File: config.mk
export PLATFORM = sky130hd
export DESIGN_NAME = drbg_seq_header_decoder
export DESIGN_NICKNAME = d
export VERILOG_FILES = /design/src/rtl/drbg_seq_header_decoder.sv
export SDC_FILE = /design/constraint.sdc
export NUM_CORES = 1
export LEC_CHECK = 0
export BUFFER_PORTS_ARGS = -buffer_cell sky130_fd_sc_hd__buf_4
export CAP_MARGIN = 30
export CORE_MARGIN = 1.5
export CORE_UTILIZATION = 50
export DETAILED_ROUTE_END_ITERATION = 12
export PLACE_DENSITY_LB_ADDON = 0.05
export SLEW_MARGIN = 10
export SYNTH_ARGS = -nofsm -noshare
export SYNTH_HDL_FRONTEND = slang
export SYNTH_SLANG_ARGS = --single-unit
File: constraint.sdc
create_clock -name clk -period 5.2 [get_ports clk]
set_clock_uncertainty 0.2 [all_clocks]
set_input_delay 1.56 -clock clk [delete_from_list [all_inputs] [get_ports clk]]
set_output_delay 1.56 -clock clk [all_outputs]
set_load 0.01 [all_outputs]
File: src/rtl/drbg_seq_header_decoder.sv
// rtl/drbg_seq_header_decoder.sv - frame header parser recovering the sender's DRBG sequence number and V flag
// Optional HDR_ERR_COUNT_EN adds a saturating header_error counter on err_count.
module drbg_seq_header_decoder #(
  parameter logic [7:0] MAGIC0         = 8'hA5,
  parameter logic [7:0] MAGIC1         = 8'h5A,
  parameter int         TIMEOUT_CYCLES = 64
) (
  input  logic        clk,
  input  logic        reset_n,
  input  logic        frame_start,
  input  logic        pixel_valid,
  input  logic [7:0]  pixel_data,
  output logic [31:0] sequence_external,
  output logic        sequence_external_valid,
  output logic        V,
  output logic        header_error,
  output logic        busy
`ifdef HDR_ERR_COUNT_EN
  ,
  output logic [15:0] err_count
`endif
);

  localparam logic [2:0] S_IDLE  = 3'd0;
  localparam logic [2:0] S_M0    = 3'd1;
  localparam logic [2:0] S_M1    = 3'd2;
  localparam logic [2:0] S_SEQ   = 3'd3;
  localparam logic [2:0] S_FLAGS = 3'd4;
  localparam logic [2:0] S_CSUM  = 3'd5;

  localparam int TW = (TIMEOUT_CYCLES > 2) ? $clog2(TIMEOUT_CYCLES) : 1;
  localparam logic [TW-1:0] IDLE_LAST = TW'(TIMEOUT_CYCLES - 1);

  logic [2:0]    state;
  logic [2:0]    cur_state;
  logic [1:0]    seq_cnt;
  logic [31:0]   seq_shadow;
  logic [7:0]    flags_shadow;
  logic [TW-1:0] idle_cnt;
  logic [7:0]    csum_calc;

  // frame_start restarts at M0 from any state, so a same-cycle byte is judged as MAGIC0
  assign cur_state = frame_start ? S_M0 : state;
  assign csum_calc = seq_shadow[31:24] ^ seq_shadow[23:16] ^ seq_shadow[15:8]
                   ^ seq_shadow[7:0] ^ flags_shadow;
  assign busy      = (state != S_IDLE);

  always_ff @(posedge clk) begin
    if (!reset_n) begin
      state                   <= S_IDLE;
      seq_cnt                 <= 2'd0;
      seq_shadow              <= 32'd0;
      flags_shadow            <= 8'd0;
      idle_cnt                <= '0;
      sequence_external       <= 32'd0;
      V                       <= 1'b0;
      sequence_external_valid <= 1'b0;
      header_error            <= 1'b0;
    end else begin
      sequence_external_valid <= 1'b0;
      header_error            <= 1'b0;
      if (frame_start) begin
        state    <= S_M0;
        idle_cnt <= '0;
        seq_cnt  <= 2'd0;
      end
      if (cur_state != S_IDLE) begin
        if (pixel_valid) begin
          idle_cnt <= '0;
          case (cur_state)
            S_M0: begin
              if (pixel_data == MAGIC0) begin
                state <= S_M1;
              end else begin
                state        <= S_IDLE;
                header_error <= 1'b1;
              end
            end
            S_M1: begin
              if (pixel_data == MAGIC1) begin
                state   <= S_SEQ;
                seq_cnt <= 2'd0;
              end else begin
                state        <= S_IDLE;
                header_error <= 1'b1;
              end
            end
            S_SEQ: begin
              seq_shadow <= {seq_shadow[23:0], pixel_data};
              seq_cnt    <= seq_cnt + 2'd1;
              if (seq_cnt == 2'd3) begin
                state <= S_FLAGS;
              end
            end
            S_FLAGS: begin
              flags_shadow <= pixel_data;
              state        <= S_CSUM;
            end
            S_CSUM: begin
              state <= S_IDLE;
              if (pixel_data == csum_calc) begin
                sequence_external       <= seq_shadow;
                V                       <= flags_shadow[0];
                sequence_external_valid <= 1'b1;
              end else begin
                header_error <= 1'b1;
              end
            end
            default: state <= S_IDLE;
          endcase
        end else if (!frame_start) begin
          // idle_cnt holds the number of starved busy cycles already seen
          if (idle_cnt == IDLE_LAST) begin
            header_error <= 1'b1;
            state        <= S_IDLE;
            idle_cnt     <= '0;
          end else begin
            idle_cnt <= idle_cnt + TW'(1);
          end
        end
      end
    end
  end

`ifdef HDR_ERR_COUNT_EN
  always_ff @(posedge clk) begin
    if (!reset_n) begin
      err_count <= 16'd0;
    end else if (header_error && (err_count != 16'hFFFF)) begin
      err_count <= err_count + 16'd1;
    end
  end
`endif

endmodule

# ---- After elaboration in Yosys (flattened, before gate mapping)
# Index checks and enable logic that the tools add are counted.
dict set report totals {
  wordCells 59
  regBits 86
  output_inout_bits 36
}
dict set report classes {
  n_mux 27
  reduce_logical 7
  bitwise 4
  n_addsub 2
  eq_ne 10
}
# cell n
set op_table {}
lappend op_table {{$xor A8 B8 Y8} 4}
lappend op_table {{$mux W6} 5}
lappend op_table {{$mux W3} 6}
lappend op_table {{$mux W2} 6}
lappend op_table {{$pmux W3 S4} 1}
lappend op_table {{$eq A8 B7 Y1 const B} 1}
lappend op_table {{$eq A8 B8 Y1} 1}
lappend op_table {{$eq A8 B8 Y1 const B} 1}
lappend op_table {{$reduce_and A4 Y1} 2}
lappend op_table {{$mux W1} 7}
lappend op_table {{$add A6 B1 Y6 const B} 1}
lappend op_table {{$eq A3 B2 Y1 const B} 2}
lappend op_table {{$eq A3 B3 Y1 const B} 2}
lappend op_table {{$eq A6 B6 Y1 const B} 1}
lappend op_table {{$reduce_and A3 Y1} 2}
lappend op_table {{$reduce_bool A3 Y1} 2}
lappend op_table {{$pmux W2 S2} 1}
lappend op_table {{$eq A3 B1 Y1 const B} 1}
lappend op_table {{$pmux W1 S3} 1}
lappend op_table {{$add A2 B1 Y2 const B} 1}
lappend op_table {{$eq A2 B2 Y1 const B} 1}
lappend op_table {{$reduce_and A2 Y1} 1}

# ---- Depth between registers and ports, before layout
dict set report logic_depth {
  ltp_word 8
  mapped_depth 7
  mapped_depth_nobuf 6
}

# ---- Worst setup path after synthesis
# Ideal clock, no wire load.
dict set report synth_timing {
  kind {in2reg}
  start {in pixel_data[0]}
  end {reg V}
  stages 6
  setup_slack_ps 1954
  arrival_time_ps 2974
  required_ps 4928
  path_buffers 1
  cell_sequence {xor2_1 xnor3_1 nand4_2 nor3_4 buf_8 mux2i_1}
}
dict set report synth_via {
  elab_chain_len 2
}
# item line_no
set synth_rtl {}
lappend synth_rtl {{start, declared} 12} ;# input logic [7:0] pixel_data,
lappend synth_rtl {{$eq A8 B8 Y1} 101} ;# if (pixel_data == csum_calc) begin
lappend synth_rtl {{$reduce_and A4 Y1 (no source line)} -}
lappend synth_rtl {{end signal, assigned} 103} ;# V <= flags_shadow[0];
lappend synth_rtl {{end, declared} 15} ;# output logic V,
# Every way passes these cells.
# A chain may end at the register's enable or synchronous reset.

# ---- Final worst setup path
dict set report layout_timing {
  start {in pixel_data[0]}
  end {reg sequence_external[30]}
}
dict set report layout_via {
  elab_chain_len 2
}
# item line_no
set layout_rtl {}
lappend layout_rtl {{$eq A8 B8 Y1} 101}
lappend layout_rtl {{$reduce_and A4 Y1 (no source line)} -}
lappend layout_rtl {{end signal, assigned} 102} ;# sequence_external <= seq_shadow;
lappend layout_rtl {{end, declared} 13} ;# output logic [31:0] sequence_external,
# Every way passes these cells.

==> flow_metrics.env <==
export IMPL_status="finished, final reports clean"
export IMPL_timing_fmax_mhz=285
export IMPL_ant_nets=0
export IMPL_cap_violations=0
export IMPL_final_nets=500
export IMPL_cp_data_required_time_ns=5.28
export IMPL_grt_pass1_vias=2865
export IMPL_avgSynthCellArea_sq_um=8.87
export IMPL_synth_top_cell_by_area="dfxtp_1"
export IMPL_yosysTopAreaCellShare_pct=43.1
export IMPL_synthAdderAreaFrac_pct=0.627
export IMPL_finalSetupViolations=0
export IMPL_core_area_sq_um=7730
export IMPL_io_buffers=47
export IMPL_slowest_stage="nor3_4"
export IMPL_grt_max_degree=73
export IMPL_syn_inst=450
export IMPL_numCtsBuffers=9
export IMPL_synth_seq_area_share_pct=43.1
export IMPL_synth_nets=464
export IMPL_cp_max_fo=22
export IMPL_cp_end_kind="flip-flop"
export IMPL_fp_dieArea_sq_um=8530
export IMPL_drt_iter0_drc=144
export IMPL_vias=3078
export IMPL_cts_hold_buf=0
export IMPL_rows=32
export IMPL_die_w_microns=92.4
export IMPL_drive_above_1_share_pct=14.9
export IMPL_p_per_area_nw_per_um2=248
export IMPL_place_gp_congestion=0.815
export IMPL_path_class="in2reg"
export IMPL_wl_microns=8280
export IMPL_yosysWarnings=0
export IMPL_dpl_hpwl_microns=5640
export IMPL_synth_edf_count=0
export IMPL_path_clk_slew_ns=0.08
export IMPL_design_area_sq_um=4540
export IMPL_drc_errors=0
export IMPL_irDropWorstVdd_v=0.000127
export IMPL_grt_pass1_wl_microns=14000
export IMPL_routedWlPerCell_microns=14.0
export IMPL_r2r_cells=6
export IMPL_synth_xor_xnor_area_share_pct=9.81
export IMPL_ctsHtreeMaxLevel=3
export IMPL_grt_ovfl_total=0
export IMPL_cts_repair_resized=0
export IMPL_firstDrtPassIters=5
export IMPL_r2r_slack_ns=2.62
export IMPL_synthFlopType="dfxtp_1"
export IMPL_startpoint="pixel_data[0]"
export IMPL_clockRootBuffer="clkbuf_8"
export IMPL_final_core_util_pct=58.8
export IMPL_worst_pin_slew_ns=0.844
export IMPL_fin_crit_sh_pct=67.4
export IMPL_cp_start_kind="primary input"
export IMPL_ys_types=44
export IMPL_max_slew_margin_rel_pct=43.3
export IMPL_cts_tree="built"
export IMPL_synthMuxAreaShare_pct=10.5
export IMPL_r2r_end="sequence_external[30]"
export IMPL_r2r_start="seq_shadow[16]"
export IMPL_p_leak_nw=1.68
export IMPL_post_cts_setup_buffer_count=0
export IMPL_finalSetupTns_ns=0
export IMPL_slew_viol_final=0
export IMPL_critPathTopFamily="simple AND/OR/NAND/NOR gates"
export IMPL_n_fill_cell=710
export IMPL_clock_latency_ns=0.35
export IMPL_num_io_pins=48
export IMPL_syn_area_sq_um=3990
export IMPL_via_per_inst=5.21
export IMPL_timing_hold_violations_final=0
export IMPL_crit_buf_inv=2
export IMPL_crit_arrival_ns=3.58
export IMPL_synth_simple_area_share_pct=22.0
export IMPL_yosysMostFrequentCell="nand2_1"
export IMPL_cts_sinks=86
export IMPL_hold_class="reg2reg"
export IMPL_slowest_delay_ns=0.71
export IMPL_diodes=0
export IMPL_synth_top_family_by_area="simple AND/OR/NAND/NOR gates"
export IMPL_yosys_top_cells_area="dfxtp_1 43%, nand2_1 13%, mux2i_1 11%, a21boi_0 4.9%, xnor3_1 3.9%"
export IMPL_initial_core_util_pct=51.7
export IMPL_clockBufferDepth=2
export IMPL_cp_endpoint="sequence_external[30]"
export IMPL_dpl_instance_area_sq_um=4380
export IMPL_ys_seq_elements=86
export IMPL_chipHeight_microns=92.4
export IMPL_ys_top_cells_by_count="137 x nand2_1, 86 x dfxtp_1, 42 x mux2i_1, 26 x a21boi_0, 21 x nor2_1"
export IMPL_areaGrowthSynthToFinish_pct=13.8
export IMPL_period_needed_ns=3.51
export IMPL_synth_compound_area_share_pct=10.3
export IMPL_antenna_found_initial=0
export IMPL_worst_path_stages=7
export IMPL_path_cells="buf_4 > xor2_1 > xnor3_1 > nand4_2 > nor3_4 > buf_12 > mux2i_1"
export IMPL_rsz0062_at_grt="false"
export IMPL_track_usage_pct=20.9
export IMPL_async_flop_share_pct=0
per-layer routing:
metal | GRT usage (%) | vias to the layer above | wire length (microns)
met4 | 8.08 | 0 | 114
met3 | 2.87 | 8 | 311
li1 | - | 1579 | -
met1 | 29.7 | 1435 | 4180
met2 | 32.1 | 56 | 3670
met5 | 0 | - | 0
worst min path at each step:
stage / from / end / slack (ns) / depth (start not counted)
detailed placement: sequence_external[12] / sequence_external[12] / 0.25 / 2
floorplan: seq_shadow[31] / seq_shadow[31] / 0.26 / 2
global placement: sequence_external[8] / sequence_external[8] / 0.24 / 2
global route: sequence_external[17] / sequence_external[17] / 0.29 / 2
finish: sequence_external[8] / sequence_external[8] / 0.26 / 2
CTS: sequence_external[8] / sequence_external[8] / 0.26 / 2
cell type report:
cell class | count | area, sq um | share of cell area [%]
Clock buffer | 10 | 138 | 3.03
Clock inverter | 4 | 25.0 | 0.551
Inverter | 2 | 7.51 | 0.165
Multi-Input combinational cell | 336 | 2130 | 46.8
Sequential cell | 86 | 1720 | 37.9
Tap cell | 102 | 128 | 2.81
Timing Repair Buffer | 51 | 395 | 8.70
power by group:
group	internal, mW	switching [mW]
combinational	0.0223	0.0324
sequential	0.659	0.00121
clock	0.180	0.233
total	0.861	0.267
sequential cells by signal (all words and copies together), names as in the netlist:
name / flops
seq_shadow: 32
sequence_external: 32
flags_shadow: 8
idle_cnt: 6
state: 3
seq_cnt: 2
V: 1
header_error: 1
sequence_external_valid: 1
worst register-to-register path: cells and delay by family (launching register included):
kind	cells	cell delay (ns)
XOR/XNOR	2	0.59
AND/OR/NAND/NOR	2	0.87
multiplexers	1	0.21
flip-flops	1	0.35
buffers and inverters	1	0.29
through the flow:
step | hold slack, ns | power [mW] | setup WS [ns] | std cells
2_1_floorplan | 0.261 | 0.711 | 1.95 | 450
3_3_place_gp | 0.243 | 0.730 | 1.32 | 577
3_5_place_dp | 0.247 | 0.730 | 1.30 | 577
4_1_cts | 0.263 | 1.14 | 1.67 | 591
5_1_grt | 0.286 | 1.17 | 1.54 | 591
6_report | 0.257 | 1.13 | 1.69 | 591
cell families after synthesis:
family / Yosys count
mux: 42
flops: 86
compound gates: 61
xor+xnor: 32
simple gates: 199
fa+ha+maj: 2
buf+inv: 28
cells in the final DEF, fill, tap and decap left out, types with 3 or more instances in the layout:
cell      count
a31oi_1       4
nand2b_1      5
a21oi_1      17
buf_4        50
and3_1        4
xnor3_1       7
dfxtp_1      86
xnor2_1      16
xor2_1        8
nand3_1       7
nor2_1       21
nor3_1        3
a21boi_0     26
nor2b_1       6
mux2i_1      42
clkbuf_8     10
nand2_1     137
Power figures use the tool's default switching activity.
